File: config.mk
export PLATFORM = sky130hd
export DESIGN_NAME = program_loader_flat
export DESIGN_NICKNAME = d
export VERILOG_FILES = /design/src/rtl/program_loader_pkg.sv /design/src/rtl/program_loader_if.sv /design/src/rtl/program_loader.sv /design/src/flat_wrapper.sv
export SDC_FILE = /design/constraint.sdc
export NUM_CORES = 1
export LEC_CHECK = 0
export CORE_UTILIZATION = 57
export CTS_CLUSTER_SIZE = 16
export DETAILED_ROUTE_END_ITERATION = 7
export PLACE_DENSITY = 0.86
export SYNTH_ARGS = -nofsm -noshare
export SYNTH_HDL_FRONTEND = slang
export SYNTH_SLANG_ARGS = --single-unit
File: constraint.sdc
create_clock -name clock -period 3.2 [get_ports clock]
set_input_delay 0.64 -clock clock [delete_from_list [all_inputs] [get_ports clock]]
set_output_delay 0.64 -clock clock [all_outputs]
set_load 0.02 [all_outputs]
File: src/rtl/program_loader_pkg.sv
// Shared definitions for the byte-stream program loader.
// Latency: n/a (constants, types and helpers only).
// Backpressure: n/a.
package program_loader_pkg;

    // Frame start marker used when the instantiating design does not override it.
    localparam logic [7:0] SYNC_BYTE_DEFAULT = 8'hA5;

    // A LEN byte of zero stands for a full 256-word image.
    localparam logic [8:0] LEN_FULL = 9'd256;

    typedef enum logic [2:0] {
        ST_IDLE = 3'd0,
        ST_LEN  = 3'd1,
        ST_HI   = 3'd2,
        ST_LO   = 3'd3,
        ST_CHK  = 3'd4,
        ST_DONE = 3'd5,
        ST_ERR  = 3'd6
    } state_t;

    // Decode the LEN byte into a 9-bit word count.
    function automatic logic [8:0] word_count(input logic [7:0] len);
        return (len == 8'd0) ? LEN_FULL : {1'b0, len};
    endfunction

endpackage

File: src/rtl/program_loader_if.sv
// Byte-receive and program-memory write bundle of the program loader.
// Latency: n/a (signal grouping only).
// Backpressure: rx_ready qualifies rx_valid; the write side has no backpressure.
// Modports: master = the loader (drives rx_ready, the write port and status),
//           slave  = its surroundings (byte source, program memory, CPU control).
interface program_loader_if;
    logic [7:0]  rx_data;
    logic        rx_valid;
    logic        rx_ready;
    logic        wr_en;
    logic [7:0]  wr_addr;
    logic [15:0] wr_data;
    logic        cpu_hold;
    logic        done;
    logic        error;

    modport master (
        input  rx_data, rx_valid,
        output rx_ready, wr_en, wr_addr, wr_data, cpu_hold, done, error
    );

    modport slave (
        output rx_data, rx_valid,
        input  rx_ready, wr_en, wr_addr, wr_data, cpu_hold, done, error
    );
endinterface

File: src/rtl/program_loader.sv
// Loads a framed SYNC,LEN,(HI,LO)*n[,CHK] byte image into the 256x16 program store.
// Latency: wr_en/wr_addr/wr_data valid the cycle after the LO byte is accepted.
// Backpressure: none; rx_ready is high from the first edge after reset onwards.
// Ports: clock, reset (async, active-high); bus (program_loader_if.master):
//   rx_data/rx_valid/rx_ready byte input, wr_en/wr_addr/wr_data memory write,
//   cpu_hold/done/error status.
// Build option: PROGRAM_LOADER_CHECKSUM_EN adds the trailing CHK byte and the ERR path.
module program_loader
    import program_loader_pkg::*;
#(
    parameter logic [7:0] SYNC_BYTE = SYNC_BYTE_DEFAULT
) (
    input  logic             clock,
    input  logic             reset,
    program_loader_if.master bus
);

    state_t      state;
    logic [8:0]  word_cnt;
    logic [8:0]  word_idx;
    logic [7:0]  opcode;
    logic        rx_ready_q;
    logic        wr_en_q;
    logic [7:0]  wr_addr_q;
    logic [15:0] wr_data_q;
    logic        hold_q;
    logic        done_q;
    logic        accept;
    logic        last_word;

    assign accept    = bus.rx_valid & rx_ready_q;
    // Index is 9 bits so a full 256-word image ends when it would reach 256.
    assign last_word = (word_idx + 9'd1) == word_cnt;

`ifdef PROGRAM_LOADER_CHECKSUM_EN
    logic [7:0] sum;
    logic [7:0] chk_total;
    logic       error_q;

    assign chk_total = sum + bus.rx_data;
`endif

    always_ff @(posedge clock or posedge reset) begin
        if (reset) begin
            state      <= ST_IDLE;
            word_cnt   <= 9'd0;
            word_idx   <= 9'd0;
            opcode     <= 8'd0;
            rx_ready_q <= 1'b0;
            wr_en_q    <= 1'b0;
            wr_addr_q  <= 8'd0;
            wr_data_q  <= 16'd0;
            hold_q     <= 1'b1;
            done_q     <= 1'b0;
`ifdef PROGRAM_LOADER_CHECKSUM_EN
            sum        <= 8'd0;
            error_q    <= 1'b0;
`endif
        end else begin
            rx_ready_q <= 1'b1;
            wr_en_q    <= 1'b0;
            if (accept) begin
                case (state)
                    ST_IDLE: begin
                        if (bus.rx_data == SYNC_BYTE) begin
                            state <= ST_LEN;
                        end
                    end
                    ST_LEN: begin
                        word_cnt <= word_count(bus.rx_data);
                        word_idx <= 9'd0;
`ifdef PROGRAM_LOADER_CHECKSUM_EN
                        sum      <= bus.rx_data;
`endif
                        state    <= ST_HI;
                    end
                    ST_HI: begin
                        opcode <= bus.rx_data;
`ifdef PROGRAM_LOADER_CHECKSUM_EN
                        sum    <= sum + bus.rx_data;
`endif
                        state  <= ST_LO;
                    end
                    ST_LO: begin
                        wr_en_q   <= 1'b1;
                        wr_addr_q <= word_idx[7:0];
                        wr_data_q <= {opcode, bus.rx_data};
                        word_idx  <= word_idx + 9'd1;
`ifdef PROGRAM_LOADER_CHECKSUM_EN
                        sum       <= sum + bus.rx_data;
                        state     <= last_word ? ST_CHK : ST_HI;
`else
                        if (last_word) begin
                            state  <= ST_DONE;
                            done_q <= 1'b1;
                            hold_q <= 1'b0;
                        end else begin
                            state  <= ST_HI;
                        end
`endif
                    end
`ifdef PROGRAM_LOADER_CHECKSUM_EN
                    ST_CHK: begin
                        if (chk_total == 8'd0) begin
                            state  <= ST_DONE;
                            done_q <= 1'b1;
                            hold_q <= 1'b0;
                        end else begin
                            state   <= ST_ERR;
                            error_q <= 1'b1;
                        end
                    end
`endif
                    // A new frame re-arms the hold before any word is overwritten.
                    ST_DONE, ST_ERR: begin
                        if (bus.rx_data == SYNC_BYTE) begin
                            state  <= ST_LEN;
                            hold_q <= 1'b1;
                            done_q <= 1'b0;
`ifdef PROGRAM_LOADER_CHECKSUM_EN
                            error_q <= 1'b0;
`endif
                        end
                    end
                    default: state <= ST_IDLE;
                endcase
            end
        end
    end

    assign bus.rx_ready = rx_ready_q;
    assign bus.wr_en    = wr_en_q;
    assign bus.wr_addr  = wr_addr_q;
    assign bus.wr_data  = wr_data_q;
    assign bus.cpu_hold = hold_q;
    assign bus.done     = done_q;
`ifdef PROGRAM_LOADER_CHECKSUM_EN
    assign bus.error    = error_q;
`else
    assign bus.error    = 1'b0;
`endif

endmodule
File: src/flat_wrapper.sv
// flat-port wrapper written by rule: the top's interface ports become plain ports
module program_loader_flat import program_loader_pkg::*;
#(
    parameter logic [7:0] SYNC_BYTE = SYNC_BYTE_DEFAULT
)
  (clock, reset, bus_rx_data, bus_rx_valid, bus_rx_ready, bus_wr_en, bus_wr_addr, bus_wr_data, bus_cpu_hold, bus_done, bus_error);
  program_loader_if bus_i ();
  input  logic clock;
  input  logic reset;
  input wire logic [$bits(bus_i.rx_data)-1:0] bus_rx_data;
  input wire logic [$bits(bus_i.rx_valid)-1:0] bus_rx_valid;
  output wire logic [$bits(bus_i.rx_ready)-1:0] bus_rx_ready;
  output wire logic [$bits(bus_i.wr_en)-1:0] bus_wr_en;
  output wire logic [$bits(bus_i.wr_addr)-1:0] bus_wr_addr;
  output wire logic [$bits(bus_i.wr_data)-1:0] bus_wr_data;
  output wire logic [$bits(bus_i.cpu_hold)-1:0] bus_cpu_hold;
  output wire logic [$bits(bus_i.done)-1:0] bus_done;
  output wire logic [$bits(bus_i.error)-1:0] bus_error;
  assign bus_i.rx_data = bus_rx_data;
  assign bus_i.rx_valid = bus_rx_valid;
  assign bus_rx_ready = bus_i.rx_ready;
  assign bus_wr_en = bus_i.wr_en;
  assign bus_wr_addr = bus_i.wr_addr;
  assign bus_wr_data = bus_i.wr_data;
  assign bus_cpu_hold = bus_i.cpu_hold;
  assign bus_done = bus_i.done;
  assign bus_error = bus_i.error;
  program_loader #(.SYNC_BYTE(SYNC_BYTE)) u_core (.clock(clock), .reset(reset), .bus(bus_i));
endmodule
== Yosys cells after proc, flatten, opt, wreduce, memory -nomap -nowiden ==
Cells that the tools add are included.

* Add/subtract/negate cells: 1
* Equality and inequality tests: 10
* Multiplexer cells: 13
* Bitwise operators: 1
* Reductions and logical operators: 12

{| class="wikitable"
|+ Operators by type and width
! kind !! number
|-
| $pmux 9 s2 || 1
|-
| $pmux 3 s4 || 1
|-
| $reduce_and 2->1 || 5
|-
| $add 9x1->9 const B || 1
|-
| $eq 9x9->1 || 1
|-
| $mux 9 || 1
|-
| $eq 8x8->1 const B || 1
|-
| $logic_not 8->1 || 1
|-
| $eq 3x2->1 const B || 2
|-
| $eq 3x3->1 const B || 2
|-
| $mux 1 || 6
|-
| $mux 3 || 2
|-
| $ne 2x1->1 const B || 3
|-
| $pmux 1 s2 || 2
|-
| $reduce_and 4->1 || 1
|-
| $reduce_bool 2->1 || 2
|-
| $eq 3x1->1 const B || 1
|-
| $logic_not 3->1 || 1
|-
| $reduce_or 3->1 || 1
|-
| $reduce_or 2->1 || 1
|-
| $and 1x1->1 || 1
|}

* Register bits after elaboration: 57
* Bits of input ports: 11
* Output and inout port bits: 29
* Word-level logic and storage cells: 47

== Logic depth before layout (Yosys ltp) ==
* Depth in word-level cells: 4
* Gate-level depth with buffers: 8
* Gate-level depth less buffers: 6

== Worst setup path after synthesis ==
OpenSTA, ideal clock, no wires.

* Kind: input port to flip-flop
* Start point: input port bus_rx_data[1]
* End point: register u_core.done_q, in the netlist u_core.bus.done
* Setup time: 0.139 ns
* Data arrival time: 1.738 ns
* Data required time: 3.061 ns
* Setup slack: 1.323 ns
* Stages on the path: 5
* Buffers on the path: 0
* Cells stage by stage: or4_1 -> nor2_1 -> nand2_1 -> nor3_1 -> o21ai_0

* Word-level cells in the longest chain between the ends: 3

{| class="wikitable"
|+ Ends and longest elaborated chain
! item !! RTL line !! RTL
|-
| from (decl) || flat_wrapper.sv:10 || <nowiki>input wire logic [$bits(bus_i.rx_data)-1:0] bus_rx_data;</nowiki>
|-
| $eq 8x8->1 || program_loader.sv:116 || <nowiki>if (bus.rx_data == SYNC_BYTE) begin</nowiki>
|-
| $ne 2x1->1 (no source line) || -- ||
|-
| $reduce_and 4->1 (no source line) || -- ||
|-
| to (signal assigned) || program_loader.sv:54 || <nowiki>done_q <= 1'b0;</nowiki>
|-
| to (signal assigned) || program_loader.sv:95 || <nowiki>done_q <= 1'b1;</nowiki>
|-
| to (signal assigned) || program_loader.sv:119 || <nowiki>done_q <= 1'b0;</nowiki>
|-
| to (decl) || program_loader.sv:27 || <nowiki>logic done_q;</nowiki>
|}

No other way between the ends.
A chain may end at the register's enable or synchronous reset.

== Worst setup path in the final report ==
* Start point: input port bus_rx_valid
* End point: register u_core.word_cnt[1]

* Word-level cells in the longest chain between the ends: 2

{| class="wikitable"
|+ Ends and longest elaborated chain
! item !! RTL line !! RTL
|-
| from (decl) || flat_wrapper.sv:11 || <nowiki>input wire logic [$bits(bus_i.rx_valid)-1:0] bus_rx_valid;</nowiki>
|-
| $and 1x1->1 || program_loader.sv:31 || <nowiki>assign accept = bus.rx_valid & rx_ready_q;</nowiki>
|-
| $reduce_and 2->1 (no source line) || -- ||
|-
| to (signal assigned) || program_loader.sv:70 || <nowiki>word_cnt <= word_count(bus.rx_data);</nowiki>
|-
| to (decl) || program_loader.sv:19 || <nowiki>logic [8:0] word_cnt;</nowiki>
|}

No other way between the ends.

==> flow_summary.ini <==
[timing]
setup_viol = 0
finalCritPeriodShare = 0.702
final_max_slew_viol_count = 0
hold_viol = 0
worst_pin_slew_ns = 0.738
fin_crit_ns = 2.25
maxSlewHeadroom = 0.505
clock_skew_ns = 0.00913
fmax_ghz = 0.445
grt_setup_unrepaired = false
fin_setup_tns_ns = 0

[final_layout]
postLayoutCoreUtil = 0.735
diodes = 0
syn2layout_area_growth_pct = 23.0
nNetsFinal = 312
fillers = 294
final_cells = 357
final_area_mm2 = 0.00322
regArea_mm2 = 0.00143
multi_input_area_mm2 = 0.00110
final_layout_size_suffix_gt1_frac = 0.144

[global_route]
grt_max_degree = 38
track_usage = 0.262
grt_pass1_wl_um = 9850
grt_antenna_before_repair = 0
gr-total-overflow = 0
first_global_vias = 2014

[placement]
placedCellCount = 341
gp_congestion = 0.849
io_buffers = 38
hpwl_um = 3830
place_area_mm2 = 0.00302

[route]
dr.pass1.iters = 5
finalWirelength_um = 5840
vias_per_cell = 5.79
drt_iter0_markers = 175
drc = 0
ant_nets = 0
vias = 2067
wl_per_cell_um = 16.3

[critical_path]
r2r-end = u_core.state[1]
setup.worst_path.end = u_core.word_cnt[1]
critPathArrivalTime_ns = 2.47
critPathMaxFanout = 8
slowest_stage = nor2_1
end_kind = flop
crit_start = bus_rx_valid
cpPeakStageDelay_ns = 0.54
worstPathCellList = clkdlybuf4s50_1 -> nand2_1 -> nor2_1 -> nand2_1 -> nor2_1 -> mux2_2
worstSetupStartpointType = input port
crit-reg2reg-launch = u_core.word_idx[0]
reg2reg_depth = 6
path_class = input port to flop
reg2reg_slack_ns = 1.06
cp_data_required_time_ns = 3.43

[clock_network]
cts_hold_buf = 0
cts_made_buffers = 9
cts_max_path_buffers = 2
clk_latency_ns = 0.34
root_buffer = clkbuf_8
cts_tree = yes
post_cts_resized = 0
cts_sinks = 57
h-tree-depth = 3
clkTransAtPathRegs_ns = 0.07
postCtsSetupRepairBufs = 0

[power]
vdd_drop_max_mv = 0.578
p_int_w = 0.00181
p_clk_frac = 0.240
power.net_switching_w = 0.00104
pwr-share-comb = 0.350
seqPwrFrac = 0.410
p_per_area_mw_per_mm2 = 884
leakagePower_nw = 1.50
swShare = 0.366

[floorplanning]
fp.coreArea_mm2 = 0.00438
die_h_um = 69.8
io_pins = 40
dieArea_mm2 = 0.00487
chipWidth_um = 69.8
rows = 24
start_util = 0.598

[synthesis]
synth_warnings = 0
async_flop_share = 1.00
syn-cell-area_mm2 = 0.00262
synthTopCellsByCount = nand2_1, dfrtp_1, o21ai_0
syn-mean-instance-area_um2 = 9.97
syn_inst = 263
synth-edff-count = 0
yosys_register_bits = 57
syn_nets = 275
yosys.cell_types.count = 43
synth_top_area_share = 0.535
synth_most_common_cell = nand2_1
synth_area_leaders = dfrtp_1, nand2_1, mux2_2
ys.flop_type = dfrtp_1
seq_area_frac_synth = 0.545
yosysTopAreaCell = dfrtp_1

[run]
max_cap_violations = 0

[status]
outcome = finished clean

[min_path]
hold_path.class = flop to flop
hold_depth = 2
## cells by family (layout without fill, tap and decap cells)
group / count (synthesis) / after routing / synth area share
mux: 16 / 16 / 0.0687
xor+xnor: 15 / 15 / 0.0501
buf+inv: 20 / 62 / 0.0348
compound gates: 39 / 39 / 0.103
simple gates: 113 / 113 / 0.191
fa+ha+maj: 1 / 1 / 0.00477
flops: 57 / 57 / 0.545
other cells: 2 / 2 / 0.00287
## critical path, delay by kind of cell
kind / cells / cell delay (ns)
mux: 1 / 0.41
simple gates: 4 / 0.94
buf+inv: 1 / 0.49
## registers in the layout, summed over array words and instances (netlist names)
register / flops
u_core.word_cnt: 9
u_core.bus.rx_ready: 1
u_core.bus.wr_data: 16
u_core.word_idx: 9
u_core.bus.cpu_hold: 1
u_core.bus.done: 1
u_core.bus.wr_en: 1
u_core.state: 3
u_core.bus.wr_addr: 8
u_core.opcode: 8
## final cells by class
class / instances / share of cell area
Sequential cell: 57 / 0.443
Multi-Input combinational cell: 186 / 0.342
Timing Repair Buffer: 42 / 0.127
Clock buffer: 9 / 0.0384
Clock inverter: 7 / 0.0248
Tap cell: 52 / 0.0202
Inverter: 4 / 0.00466
## layer usage
metal	vias to the layer above	wire length [um]	GRT usage
li1	959	-	-
met1	1043	2510	0.343
met2	51	3010	0.426
met3	14	191	0.0683
met4	0	130	0.0867
met5	-	0	0
## per-stage QoR
step                hold slack [ns]  worst slack, ns  total power [W]
finish                        0.479            0.953          0.00285
CTS                           0.479            0.999          0.00286
global placement              0.451            0.728          0.00212
detailed placement            0.455            0.663          0.00216
floorplan                     0.435             1.16          0.00179
global route                  0.512            0.835          0.00301
## power groups by stage
stage	registers [W]	logic, W	clock network [W]
finish	0.00117	0.000998	0.000683
global route	0.00120	0.00109	0.000722
CTS	0.00117	0.00100	0.000687
detailed placement	0.00117	0.000992	0
global placement	0.00116	0.000961	0
floorplan	0.00123	0.000554	0
## how the worst min path moves through the flow
stage                                from                endpoint  slack, ns
CTS                 u_core.bus.wr_data[1]   u_core.bus.wr_data[1]       0.48
global route        u_core.bus.wr_addr[3]   u_core.bus.wr_addr[3]       0.51
detailed placement       u_core.opcode[0]   u_core.bus.wr_data[8]       0.46
finish              u_core.bus.wr_addr[6]   u_core.bus.wr_addr[6]       0.48
global placement         u_core.opcode[0]   u_core.bus.wr_data[8]       0.45
floorplan                u_core.opcode[2]  u_core.bus.wr_data[10]       0.43
## cells in the final DEF, fill, tap and decap left out, drive strengths merged, types with 5 or more instances in the layout
cell type / n
clkbuf: 9
clkdlybuf4s50: 38
dfrtp: 56
inv: 5
mux2: 16
nand2: 80
nor2: 9
o21ai: 18
xnor2: 10
xor2: 5
Note: power is estimated with default switching activity, not from simulation.
==> variant, RTL diff (config.mk and constraints unchanged) <==
Make the reset (`reset`) synchronous in one clocked block. Comments in the files are not updated.
--- a/src/rtl/program_loader.sv
+++ b/src/rtl/program_loader.sv
@@ -40,7 +40,7 @@
     assign chk_total = sum + bus.rx_data;
 `endif
 
-    always_ff @(posedge clock or posedge reset) begin
+    always_ff @(posedge clock) begin
         if (reset) begin
             state      <= ST_IDLE;
             word_cnt   <= 9'd0;
Formal check against the unedited RTL: differs if reset is asserted again (counterexample within 4 cycles, from zero or initial values and one cycle with reset high); with reset held inactive, the same outputs for 10 cycles.
==> variant against the original RTL <==
Design area shrank 6.1%. Area after synthesis shrank 6.8%. Via count rose by 12%. Sequential cell count unchanged. Setup slack worse by 180 ps. Sequential share of layout area decreased by 6.6 points. Routed wire length rose by 2.5%. Critical path depth grew 1. Critical path type is now register to register. Critical endpoint is now u_core.bus.cpu_hold$_SDFFE_PP1P_.
Power is not compared: it rests on default switching activity, and its combinational part moved more than twofold at a synthesized area within 25%.
==> variant: results (changes against the original RTL) <==
- Post-placement cell area: 2840 um2 (-5.8%)
- Syn. warnings: 0 (unchanged)
- Worst Tran Pin Value: 707 ps (-30.9 ps)
- Post-synth net total: 320 (+16%)
- Layout Nets: 356 (+14%)
- Critical-path top delay cell: dfxtp_1
- CP Data Arrival Time: 2650 ps (+180 ps)
- Placed insts: 383 (+12%)
- Final HPWL DP: 3990 um (+4.2%)
- Skew final: 6.68 ps (-2.45 ps)
- First-pass GRT wire length: 9390 um (-4.6%)
- Tot GR Track Use: 0.282 (+0.0201)
- Drt wl/cell: 15.0 um (-8.1%)
- Area contributors post-synth: dfxtp_1, nand2_1, a21oi_1, nor2_1, o21ai_0
- Hold WC Path Type: register to register
- Asr flop ratio synth: 0 (-1.00)
- Register area share after synthesis: 0.467 (-0.0774)
- Worst Reg-to-Reg Cells: 7 (+1)
- Outcome: completed
- Synth Area per Inst: 7.93 um2 (-20%)
- Yosys cell types: 37 (-14%)
- GPL Wtd Cong: 0.913 (+7.5%)
- Vias in the first global route: 2063 (+2.4%)
- Commonest cells post-synth: nand2_1, dfxtp_1, a21oi_1
- Largest net degree at the start of global routing: 39 (+2.6%)
[variant: cell types whose count changed after synthesis, moves of 3 or more]
cell      unedited run  this run
a21oi_1              4        45
clkbuf_1             7        15
dfrtp_1             56         0
dfxtp_1              0        57
mux2_2              16         0
mux2i_1              0         8
nand2_1             80        69
nand3_1              4         7
nand3b_1             0         3
nor2_1               9        27
nor3_1               3         6
xnor2_1             10         4
[variant: worst reg2reg max path, cell delays in order, from the launching register on]
cell and delay [ps]:
dfxtp_1 480, ha_1 340, nand3_2 180, or3_1 410
a211o_1 330, nor4_4 260, nand2_1 120, a21o_1 200
[variant: layout make-up]
cell class | instances | area (um2)
fill | 295 | 1030
clock inverter | 6 | 60.1
clock buffer | 9 | 124
sequential | 57 | 1140
inverter | 3 | 11.3
multi-input combinational | 228 | 1200
timing repair buffer | 45 | 428
tap | 50 | 62.6
[variant: cell families after synthesis]
| logic type | Yosys count | synth area share |
|---|---|---|
| xor+xnor | 11 | 0.0394 |
| compound gates | 72 | 0.156 |
| fa+ha+maj | 1 | 0.00512 |
| mux | 8 | 0.0328 |
| flops | 57 | 0.467 |
| other cells | 1 | 0.00154 |
| buf+inv | 23 | 0.0410 |
| simple gates | 135 | 0.257 |
[variant: metal layers]
metal,share of wire,global-route usage
met3,0.090,0.0541
met2,0.47,0.432
met5,0,0
met4,0.018,0.138
met1,0.42,0.377
[variant: where the power goes]
| group | switching, mW | leakage, nW | total, mW | internal, mW |
|---|---|---|---|---|
| clock network | 0.282 | 0.0909 | 0.632 | 0.350 |
| logic | 0.0240 | 0.554 | 0.0383 | 0.0143 |
| registers | 0.000496 | 0.459 | 0.711 | 0.710 |
| total | 0.307 | 1.10 | 1.38 | 1.07 |
[variant: metrics by stage]
step,hold WS (ps),util
2_1_floorplan,432,-
3_3_place_gp,441,0.701
3_5_place_dp,447,0.701
4_1_cts,456,0.746
5_1_grt,469,0.746
6_report,454,0.746
[variant: final timing paths]
| kind | from | to | slack [ps] |
|---|---|---|---|
| setup / recovery | u_core.word_idx[0]$_SDFFE_PP0P_ | u_core.bus.cpu_hold$_SDFFE_PP1P_ | 770 |
| setup reg to reg | u_core.word_idx[0]$_SDFFE_PP0P_ | u_core.bus.cpu_hold$_SDFFE_PP1P_ | 770 |
| hold reg to reg | u_core.bus.wr_addr[1]$_SDFFE_PP0P_ | u_core.bus.wr_addr[1]$_SDFFE_PP0P_ | 450 |
| hold / removal | u_core.bus.wr_addr[1]$_SDFFE_PP0P_ | u_core.bus.wr_addr[1]$_SDFFE_PP0P_ | 450 |
